--- src/rtl/morra_pkg.sv ---
`default_nettype none
// ============================================================================
// Module      : morra_pkg
// Description : Shared encodings, state enum and record field widths for the
//               Morra scoreboard.
// Revision    : 1.0 - initial release
// ============================================================================
package morra_pkg;

    // Round and game results share one 2-bit encoding; TIE and DRAW are the same code.
    localparam logic [1:0] c_RES_NONE = 2'b00;
    localparam logic [1:0] c_RES_P1   = 2'b01;
    localparam logic [1:0] c_RES_P2   = 2'b10;
    localparam logic [1:0] c_RES_TIE  = 2'b11;
    localparam logic [1:0] c_RES_DRAW = 2'b11;

    localparam int RND_CNT_W  = 4;
    localparam int GAME_CNT_W = 3;
    localparam int IDX_W      = 3;
    localparam int RES_W      = 2;
    localparam int REC_W      = IDX_W + RES_W + 2 * RND_CNT_W;

    typedef enum logic [1:0] {
        ST_IDLE = 2'd0,
        ST_PLAY = 2'd1,
        ST_DONE = 2'd2
    } state_t;

    function automatic logic [RND_CNT_W-1:0] sat_inc(input logic [RND_CNT_W-1:0] v,
                                                     input logic               en);
        if (en && (v != '1))
            return v + RND_CNT_W'(1);
        return v;
    endfunction

endpackage
`default_nettype wire

--- src/rtl/morra_result_fifo.sv ---
`default_nettype none
// ============================================================================
// Module      : morra_result_fifo
// Description : Small valid/ready record buffer with a sticky drop flag.
// Revision    : 1.0 - initial release
// ============================================================================
module morra_result_fifo #(
    parameter int WIDTH = 13,
    parameter int DEPTH = 4
) (
    input  logic             clk,
    input  logic             rst_n,
    input  logic             push,
    input  logic [WIDTH-1:0] push_data,
    output logic             out_valid,
    input  logic             out_ready,
    output logic [WIDTH-1:0] out_data,
    output logic             overflow
);

    localparam int               c_PTR_W = (DEPTH > 1) ? $clog2(DEPTH) : 1;
    localparam logic [c_PTR_W:0] c_FULL  = DEPTH[c_PTR_W:0];

    logic [WIDTH-1:0]   r_mem [DEPTH];
    logic [c_PTR_W-1:0] r_wr_ptr;
    logic [c_PTR_W-1:0] r_rd_ptr;
    logic [c_PTR_W:0]   r_count;
    logic               r_overflow;

    logic w_full;
    logic w_pop;
    logic w_wr_en;

    assign out_valid = (r_count != '0);
    assign w_full    = (r_count == c_FULL);
    assign w_pop     = out_valid && out_ready;
    // A pop in the same cycle frees the slot, so a push into a full buffer still lands.
    assign w_wr_en   = push && (!w_full || w_pop);
    assign out_data  = out_valid ? r_mem[r_rd_ptr] : '0;
    assign overflow  = r_overflow;

    always_ff @(posedge clk or negedge rst_n) begin
        if (!rst_n) begin
            r_wr_ptr   <= '0;
            r_rd_ptr   <= '0;
            r_count    <= '0;
            r_overflow <= 1'b0;
        end else begin
            if (w_wr_en)
                r_wr_ptr <= r_wr_ptr + c_PTR_W'(1);
            if (w_pop)
                r_rd_ptr <= r_rd_ptr + c_PTR_W'(1);
            case ({w_wr_en, w_pop})
                2'b10:   r_count <= r_count + (c_PTR_W + 1)'(1);
                2'b01:   r_count <= r_count - (c_PTR_W + 1)'(1);
                default: r_count <= r_count;
            endcase
            if (push && !w_wr_en)
                r_overflow <= 1'b1;
        end
    end

    // Storage is not reset; the read port is masked to zero whenever the buffer is empty.
    always_ff @(posedge clk) begin
        if (w_wr_en)
            r_mem[r_wr_ptr] <= push_data;
    end

endmodule
`default_nettype wire

--- src/rtl/morra_scoreboard.sv ---
`default_nettype none
// ============================================================================
// Module      : morra_scoreboard
// Description : Round/game/match tally for Morra with a game-record stream.
// Revision    : 1.0 - initial release
// ============================================================================
module morra_scoreboard
    import morra_pkg::*;
#(
    parameter int MATCH_WINS = 2,
    parameter int MAX_GAMES  = 5,
    parameter int FIFO_DEPTH = 4
) (
    input  logic                  clk,
    input  logic                  rst_n,
    input  logic                  START,
    input  logic [1:0]            ROUND,
    input  logic [1:0]            GAME,
    output logic [RND_CNT_W-1:0]  R1_WINS,
    output logic [RND_CNT_W-1:0]  R2_WINS,
    output logic [RND_CNT_W-1:0]  R_TIES,
    output logic [GAME_CNT_W-1:0] G1_WINS,
    output logic [GAME_CNT_W-1:0] G2_WINS,
    output logic [1:0]            MATCH,
    output logic                  MATCH_VALID,
    output logic                  EV_VALID,
    input  logic                  EV_READY,
    output logic [REC_W-1:0]      EV_DATA,
    output logic                  OVF
);

    localparam logic [GAME_CNT_W-1:0] c_WIN_CNT = GAME_CNT_W'(MATCH_WINS);
    localparam logic [IDX_W-1:0]      c_MAX_IDX = IDX_W'(MAX_GAMES);

    state_t                r_state;
    logic [RND_CNT_W-1:0]  r_r1;
    logic [RND_CNT_W-1:0]  r_r2;
    logic [RND_CNT_W-1:0]  r_ties;
    logic [GAME_CNT_W-1:0] r_g1;
    logic [GAME_CNT_W-1:0] r_g2;
    logic [IDX_W-1:0]      r_idx;
    logic [1:0]            r_match;
    logic                  r_match_valid;

    logic                  w_active;
    logic                  w_game_done;
    logic [RND_CNT_W-1:0]  w_r1_next;
    logic [RND_CNT_W-1:0]  w_r2_next;
    logic [RND_CNT_W-1:0]  w_ties_next;
    logic [GAME_CNT_W-1:0] w_g1_next;
    logic [GAME_CNT_W-1:0] w_g2_next;
    logic [IDX_W-1:0]      w_idx_next;
    logic [1:0]            w_match;
    logic [REC_W-1:0]      w_rec;

    // START wins over ROUND/GAME in the same cycle.
    assign w_active    = (r_state == ST_PLAY) && !START;
    assign w_game_done = w_active && (GAME != c_RES_NONE);

    assign w_r1_next   = sat_inc(r_r1,   w_active && (ROUND == c_RES_P1));
    assign w_r2_next   = sat_inc(r_r2,   w_active && (ROUND == c_RES_P2));
    assign w_ties_next = sat_inc(r_ties, w_active && (ROUND == c_RES_TIE));
    assign w_g1_next   = r_g1 + GAME_CNT_W'(GAME == c_RES_P1);
    assign w_g2_next   = r_g2 + GAME_CNT_W'(GAME == c_RES_P2);
    assign w_idx_next  = r_idx + IDX_W'(1);
    assign w_rec       = {w_idx_next, GAME, w_r1_next, w_r2_next};

    always_comb begin
        w_match = c_RES_NONE;
        if (w_g1_next == c_WIN_CNT)
            w_match = c_RES_P1;
        else if (w_g2_next == c_WIN_CNT)
            w_match = c_RES_P2;
        else if (w_idx_next == c_MAX_IDX) begin
            if (w_g1_next > w_g2_next)
                w_match = c_RES_P1;
            else if (w_g2_next > w_g1_next)
                w_match = c_RES_P2;
            else
                w_match = c_RES_DRAW;
        end
    end

    always_ff @(posedge clk or negedge rst_n) begin
        if (!rst_n) begin
            r_state       <= ST_IDLE;
            r_r1          <= '0;
            r_r2          <= '0;
            r_ties        <= '0;
            r_g1          <= '0;
            r_g2          <= '0;
            r_idx         <= '0;
            r_match       <= c_RES_NONE;
            r_match_valid <= 1'b0;
        end else begin
            case (r_state)
                ST_IDLE, ST_DONE: begin
                    if (START) begin
                        r_state       <= ST_PLAY;
                        r_r1          <= '0;
                        r_r2          <= '0;
                        r_ties        <= '0;
                        r_g1          <= '0;
                        r_g2          <= '0;
                        r_idx         <= '0;
                        r_match       <= c_RES_NONE;
                        r_match_valid <= 1'b0;
                    end
                end
                ST_PLAY: begin
                    if (START) begin
                        r_r1   <= '0;
                        r_r2   <= '0;
                        r_ties <= '0;
                    end else if (w_game_done) begin
                        r_r1   <= '0;
                        r_r2   <= '0;
                        r_ties <= '0;
                        r_g1   <= w_g1_next;
                        r_g2   <= w_g2_next;
                        r_idx  <= w_idx_next;
                        if (w_match != c_RES_NONE) begin
                            r_state       <= ST_DONE;
                            r_match       <= w_match;
                            r_match_valid <= 1'b1;
                        end
                    end else begin
                        r_r1   <= w_r1_next;
                        r_r2   <= w_r2_next;
                        r_ties <= w_ties_next;
                    end
                end
                default: r_state <= ST_IDLE;
            endcase
        end
    end

    morra_result_fifo #(
        .WIDTH (REC_W),
        .DEPTH (FIFO_DEPTH)
    ) u_fifo (
        .clk       (clk),
        .rst_n     (rst_n),
        .push      (w_game_done),
        .push_data (w_rec),
        .out_valid (EV_VALID),
        .out_ready (EV_READY),
        .out_data  (EV_DATA),
        .overflow  (OVF)
    );

    assign R1_WINS     = r_r1;
    assign R2_WINS     = r_r2;
    assign R_TIES      = r_ties;
    assign G1_WINS     = r_g1;
    assign G2_WINS     = r_g2;
    assign MATCH       = r_match;
    assign MATCH_VALID = r_match_valid;

endmodule
`default_nettype wire

--- config.mk ---
export PLATFORM = sky130hd
export DESIGN_NAME = morra_scoreboard
export DESIGN_NICKNAME = d
export VERILOG_FILES = /design/src/rtl/morra_pkg.sv /design/src/rtl/morra_result_fifo.sv /design/src/rtl/morra_scoreboard.sv
export SDC_FILE = /design/constraint.sdc
export NUM_CORES = 1
export LEC_CHECK = 0
export ABC_AREA = 1
export CORE_UTILIZATION = 45
export CTS_BUF_LIST = sky130_fd_sc_hd__clkbuf_2
export DETAILED_ROUTE_END_ITERATION = 10
export GPL_TIMING_DRIVEN = 1
export PLACE_DENSITY = 0.66
export SETUP_SLACK_MARGIN = 0.02
export SYNTH_ARGS = -nofsm -noshare
export SYNTH_HDL_FRONTEND = slang
export SYNTH_SLANG_ARGS = --single-unit
--- constraint.sdc ---
create_clock -name clk -period 2.4 [get_ports clk]
set_clock_uncertainty 0.05 [all_clocks]
set_input_delay 0.48 -clock clk [delete_from_list [all_inputs] [get_ports clk]]
set_output_delay 0.48 -clock clk [all_outputs]
set_load 0.01 [all_outputs]
=== Word-level counts from Yosys, hierarchy flattened ===
Memories as Yosys holds them, arrays and structs flattened.
Cells that the tools add are included.

* $lt $le $gt $ge: 2
* Reduce and logical (&&, ||, !) cells: 27
* Equality and inequality tests: 21
* Add/sub/neg operators: 10
* Multiplexer cells: 53

{| class="wikitable"
|+ Operators by type and width
! operator !! number
|-
| 4-bit 2-to-1 mux || 13
|-
| 2-bit 2-to-1 mux || 12
|-
| 3-bit case mux with 2 select lines || 4
|-
| 4-bit case mux with 2 select lines || 3
|-
| 3-bit 2-to-1 mux || 7
|-
| 13-bit 2-to-1 mux || 1
|-
| 4-bit by 1-bit adder with 4-bit output (second input constant) || 3
|-
| 4-bit inequality test (second input constant) || 3
|-
| 1-bit logical AND || 11
|-
| 2-bit == test (second input constant) || 5
|-
| 1-bit 2-to-1 mux || 10
|-
| 2-bit by 1-bit == test with 1-bit output (second input constant) || 4
|-
| 2-bit case mux with 2 select lines || 2
|-
| 4-bit AND reduction || 2
|-
| 2-bit nonzero test || 4
|-
| 3-bit by 1-bit adder with 3-bit output || 2
|-
| 3-bit by 1-bit adder with 3-bit output (second input constant) || 2
|-
| 3-bit by 2-bit == test with 1-bit output (second input constant) || 2
|-
| 3-bit == test (second input constant) || 2
|-
| 3-bit > comparator || 2
|-
| 5-bit AND reduction || 1
|-
| 2-bit by 1-bit adder with 2-bit output (second input constant) || 2
|-
| 2-bit by 1-bit inequality test with 1-bit output (second input constant) || 2
|-
| 2-bit inequality test (second input constant) || 2
|-
| 10 further kinds || 12
|}

* Register bits: 34
* Memories: 1
* Output and inout port bits: 36
* Memory bits (writable): 52

{| class="wikitable"
|+ Memory list
! name !! depth !! width !! rd ports !! clocked after memory_dff !! write ports !! RTL line !! RTL
|-
| u_fifo.r_mem || 4 || 13 || 1 || 0 || 1 || morra_result_fifo.sv:24 || <nowiki>logic [WIDTH-1:0] r_mem [DEPTH];</nowiki>
|}

=== Depth between registers and ports, before layout ===
* Depth after elaboration: 13
* Depth in mapped cells: 18
* Gate-level depth less buffers: 18

=== Hierarchy ===
A second synthesis with hierarchy kept.

* Cell total of the unflattened synthesis: 435
* Area total of the unflattened synthesis: 4200.3 um^2

{| class="wikitable"
|+ Modules (own cells, without submodules)
! module !! cells an instance !! area each (um^2) !! times used
|-
| morra_result_fifo || 211 || 2511.2 || 1
|-
| morra_scoreboard || 224 || 1689.1 || 1
|}

=== Worst setup path after synthesis ===
OpenSTA, ideal clock, no wires.

* Path kind: in2reg
* Start point: in GAME[0]
* End point: reg r_match_valid (netlist: MATCH_VALID)
* Setup time: 117 ps
* Required time: 2233 ps
* Cell stages on the path: 16
* Data arrival time: 2054 ps
* Setup slack: 179 ps
* Cell sequence: inv_1 > nor2_1 > ha_1 > ha_1 > xnor2_1 > ha_1 > nand2_1 > nand2_1 > inv_1 > nand2_1 > nand2_1 > nand3_1 > inv_1 > nand2_1 > nand2_1 > nand2_1

* Longest elaborated chain between the ends: 11

{| class="wikitable"
|+ RTL lines
! item !! RTL line !! RTL
|-
| start, declared || morra_scoreboard.sv:18 || <nowiki>input logic [1:0] GAME,</nowiki>
|-
| 2-bit == test or 2-bit by 1-bit == test with 1-bit output (tied branches) || morra_scoreboard.sv:64, morra_scoreboard.sv:63 ||
|-
| 3-bit by 1-bit adder with 3-bit output (on tied branches) || morra_scoreboard.sv:64, morra_scoreboard.sv:63 ||
|-
| 3-bit > comparator || morra_scoreboard.sv:77 || <nowiki>else if (w_g2_next > w_g1_next)</nowiki>
|-
| 1-bit 2-to-1 mux || morra_scoreboard.sv:77 ||
|-
| 2-bit 2-to-1 mux || morra_scoreboard.sv:75 || <nowiki>if (w_g1_next > w_g2_next)</nowiki>
|-
| 2-bit 2-to-1 mux || morra_scoreboard.sv:74 || <nowiki>else if (w_idx_next == c_MAX_IDX) begin</nowiki>
|-
| 2-bit 2-to-1 mux || morra_scoreboard.sv:72 || <nowiki>else if (w_g2_next == c_WIN_CNT)</nowiki>
|-
| 2-bit 2-to-1 mux || morra_scoreboard.sv:70 || <nowiki>if (w_g1_next == c_WIN_CNT)</nowiki>
|-
| 2-bit nonzero test || morra_scoreboard.sv:122 || <nowiki>if (w_match != c_RES_NONE) begin</nowiki>
|-
| 2-bit by 1-bit inequality test with 1-bit output (no source line) || - ||
|-
| 5-bit AND reduction (no source line) (*) || - ||
|-
| end signal, assigned || morra_scoreboard.sv:94 || <nowiki>r_match_valid <= 1'b0;</nowiki>
|-
| end signal, assigned || morra_scoreboard.sv:107 || <nowiki>r_match_valid <= 1'b0;</nowiki>
|-
| end signal, assigned || morra_scoreboard.sv:125 || <nowiki>r_match_valid <= 1'b1;</nowiki>
|-
| end, declared || morra_scoreboard.sv:43 || <nowiki>logic r_match_valid;</nowiki>
|}

Mark *: on every way between the ends. The rest lies on a longest branch, timed or not.
A chain may end at the register's enable or synchronous reset.

=== Worst setup path in the final report ===
* Start point: reg u_fifo.r_rd_ptr[1]
* End point: out EV_DATA[5]

* Longest elaborated chain between the ends: 2

{| class="wikitable"
|+ RTL lines
! item !! RTL line !! RTL
|-
| start, declared || morra_result_fifo.sv:26 || <nowiki>logic [c_PTR_W-1:0] r_rd_ptr;</nowiki>
|-
| start signal, assigned || morra_result_fifo.sv:52 || <nowiki>r_rd_ptr <= r_rd_ptr + c_PTR_W'(1);</nowiki>
|-
| memory read 4 x 13 bit || - ||
|-
| 13-bit 2-to-1 mux || morra_result_fifo.sv:39 || <nowiki>assign out_data = out_valid ? r_mem[r_rd_ptr] : '0;</nowiki>
|-
| end, declared || morra_scoreboard.sv:28 || <nowiki>output logic [REC_W-1:0] EV_DATA,</nowiki>
|}

No other way between the ends.

==> results.tsv <==
metric	value	unit
n_antenna_cell	0	
criticalPathCategory	reg -> out	
hold_ws	292.9	ps
met2_length	4.011	mm
cp.arrival	1840	ps
leakagePower	2.360	nW
fin_area	0.005248	sq mm
first_pass_iters	6	
grt_pass1_vias	3010	
placed_area	0.004898	sq mm
slew_violations	0	
cap_violations	0	
grt_use_total	18.97	%
clk_pin_slew_worst_paths	250	ps
period_share	98.59	%
synthToLayoutAreaGrowth	26.02	%
cts_made_buffers	9	
ys_types	37	
dp.final_hpwl	5.810	mm
drc	0	
grt_pass1_wl	14.31	mm
p_per_area	1142	mW/mm^2
ys.flop_type	edfxtp_1	
grt_max_degree	35	
vias	3017	
wl_met3	212	microns
syn_nets	441	
num-fill-cells	772	
path_max_fanout	6	
clockBufferDepth	2	
setup_violations	0	
viasPerCell	4.898	
nets	529	
overflow	0	
wl_met1	4.248	mm
fmax	0.4226	GHz
routed_wl	8.572	mm
row_count	34	
synth_cells	415	
synthArstFlopShare	39.53	%
hold_violations	0	
peakVddDrop	511.5	uV
synth_area	0.004164	sq mm
h-tree-depth	3	
final.min_clock_period	2366	ps
fin_cells	616	
die-height	98.20	microns
die-width	98.20	microns
initial_core_util	47.06	%
drtIter0Drc	113	
yosysWarnings	0	
dieArea	0.009642	sq mm
relSlewSlack	46.68	%
antenna_left	0	
dp.cells	584	
grt_antenna_before_repair	0	
start_kind	flop	
cts_tree	done	
clock-sinks	86	
rsz0062_at_grt	true	
final-seq-area	0.002414	sq mm
avgSynthCellArea	10.03	sq um
portBuffers	43	
wl_per_cell	13.92	microns
dr.max_layer_used	met4	
coreArea	0.008848	sq mm
drive_above_1_share	22.44	%
ys_seq_elements	86	
cp.required	1870	ps
cp-end-kind	primary output	
run_status	complete, no violations	
synth-edff-count	52	
worstMarginPinSlew	799.8	ps
hold_path.class	in -> reg	
gp_congestion	0.7431	
ys_seq_area_share	57.93	%
multi_input_area	0.001540	sq mm
clockRootBuffer	clkbuf_2	
worstSkewPairLatency	530	ps
io_pins	44	
[power by group]
group          leakage [nW]  internal (W)  switching, W
Combinational          1.34       0.00125       0.00168
Clock                0.0990      0.000466      0.000524
Sequential            0.924       0.00193      0.000151
Total                  2.36       0.00364       0.00235
[flip-flops by register name, indices dropped and copies added (netlist names)]
register	flops
G1_WINS	3
R1_WINS	4
r_state	2
u_fifo.r_mem	52
r_idx	3
R2_WINS	4
u_fifo.r_wr_ptr	2
R_TIES	4
MATCH	2
u_fifo.r_rd_ptr	2
u_fifo.r_count	3
MATCH_VALID	1
u_fifo.overflow	1
G2_WINS	3
[worst max-delay path, cell delays in order, from the launching register on]
cell and delay (ps):
dfrtp_1 440, clkinvlp_4 190, buf_6 170, buf_6 100
nor2_2 60, o21ai_1 60, a21oi_1 150, buf_2 150
[stage by stage]
step           util (%)  TNS, ps  worst slack, ps  power [W]
6_report          59.30        0            33.73   0.005994
5_1_grt           59.30   -240.4           -42.02   0.006435
4_1_cts           58.41        0            3.911   0.005943
3_3_place_gp      55.36    -1775           -354.0   0.004804
2_1_floorplan         -        0            179.3   0.003745
3_5_place_dp      55.36    -2273           -441.4   0.004866
[path summary, 6_finish.rpt]
check / startpoint / end / slack [ps] / depth (start not counted)
worst min-delay path: GAME[0] / u_fifo.r_mem[3][8]$_DFFE_PP_ / 290 / 2
min in group asynchronous: rst_n / u_fifo.r_count[2]$_DFFE_PN0P_ / 480 / 2
worst max-delay path: u_fifo.r_rd_ptr[1]$_DFFE_PN0P_ / EV_DATA[5] / 30 / 7
max in group asynchronous: rst_n / R_TIES[2]$_DFFE_PN0P_ / 1280 / 2
worst min register to register: u_fifo.overflow$_DFFE_PN0P_ / u_fifo.overflow$_DFFE_PN0P_ / 470 / 1
worst max register to register: G1_WINS[0]$_DFFE_PN0P_ / r_state[1]$_DFFE_PN0P_ / 250 / 14
[layer usage]
metal / global-route usage, % / up-vias
met2: 31.42 / 44
met5: 0 / -
met1: 25.62 / 1424
met3: 2.505 / 8
li1: - / 1541
met4: 7.118 / 0
[repair_timing]
item	4_1_cts	5_1_grt
hold buffers	1	0
gates resized for setup	64	24
pin swaps	8	12
endpoints found under the setup margin	13	19
setup buffers	13	2
gates cloned	1	0
hold endpoints to repair	34	0
[synth_stat cells (2+ instances only)]
cell type	instances	area share (%)
edfxtp_1	52	38
o21a_1	2	0.36
buf_2	3	0.36
nor2_1	68	6.1
o21ai_0	31	3.7
a21oi_1	20	2.4
inv_4	2	0.30
ha_1	17	5.1
nand2_2	3	0.45
o21ai_1	10	1.2
o22ai_1	4	0.60
xor2_1	9	1.9
o21ai_2	2	0.42
dfrtp_1	34	20
inv_1	55	5.0
nor2_8	2	0.96
clkbuf_1	4	0.36
nand2_1	59	5.3
nand3_1	15	1.8
xnor2_1	3	0.63
inv_2	4	0.36
[cells by family (layout without fill, tap and decap cells)]
| logic type | after synthesis | after routing | share of synthesized area (%) |
|---|---|---|---|
| AO/OA/AOI/OAI | 75 | 75 | 10.76 |
| buffers and inverters | 70 | 163 | 6.550 |
| AND/OR/NAND/NOR | 154 | 154 | 16.65 |
| adder cells (fa/ha/maj) | 18 | 18 | 5.589 |
| XOR/XNOR | 12 | 12 | 2.524 |
| flip-flops | 86 | 86 | 57.93 |
[area by class of cell]
| cell class | instances | share of cell area, % |
|---|---|---|
| sequential | 86 | 45.99 |
| multi-input combinational | 259 | 29.35 |
| timing repair buffer | 85 | 14.00 |
| inverter | 62 | 4.793 |
| clock inverter | 7 | 2.432 |
| tap | 108 | 2.575 |
| clock buffer | 9 | 0.8584 |
[cell usage in the layout (no fill, tap or decap), types with 3 or more instances in the layout]
cell and instances:
a21oi_1 19, buf_2 14, buf_4 34, buf_6 5, bufinv_16 3, clkbuf_2 9, clkdlybuf4s50_1 27, dfrtp_1 33
edfxtp_1 52, ha_1 15, inv_1 53, inv_2 3, inv_6 3, nand2_1 59, nand2_2 3, nand3_1 14
nor2_1 56, nor2_2 12, o21ai_0 25, o21ai_1 16, o22ai_1 4, xor2_1 9
No activity file was read; power rests on OpenSTA's default activity.
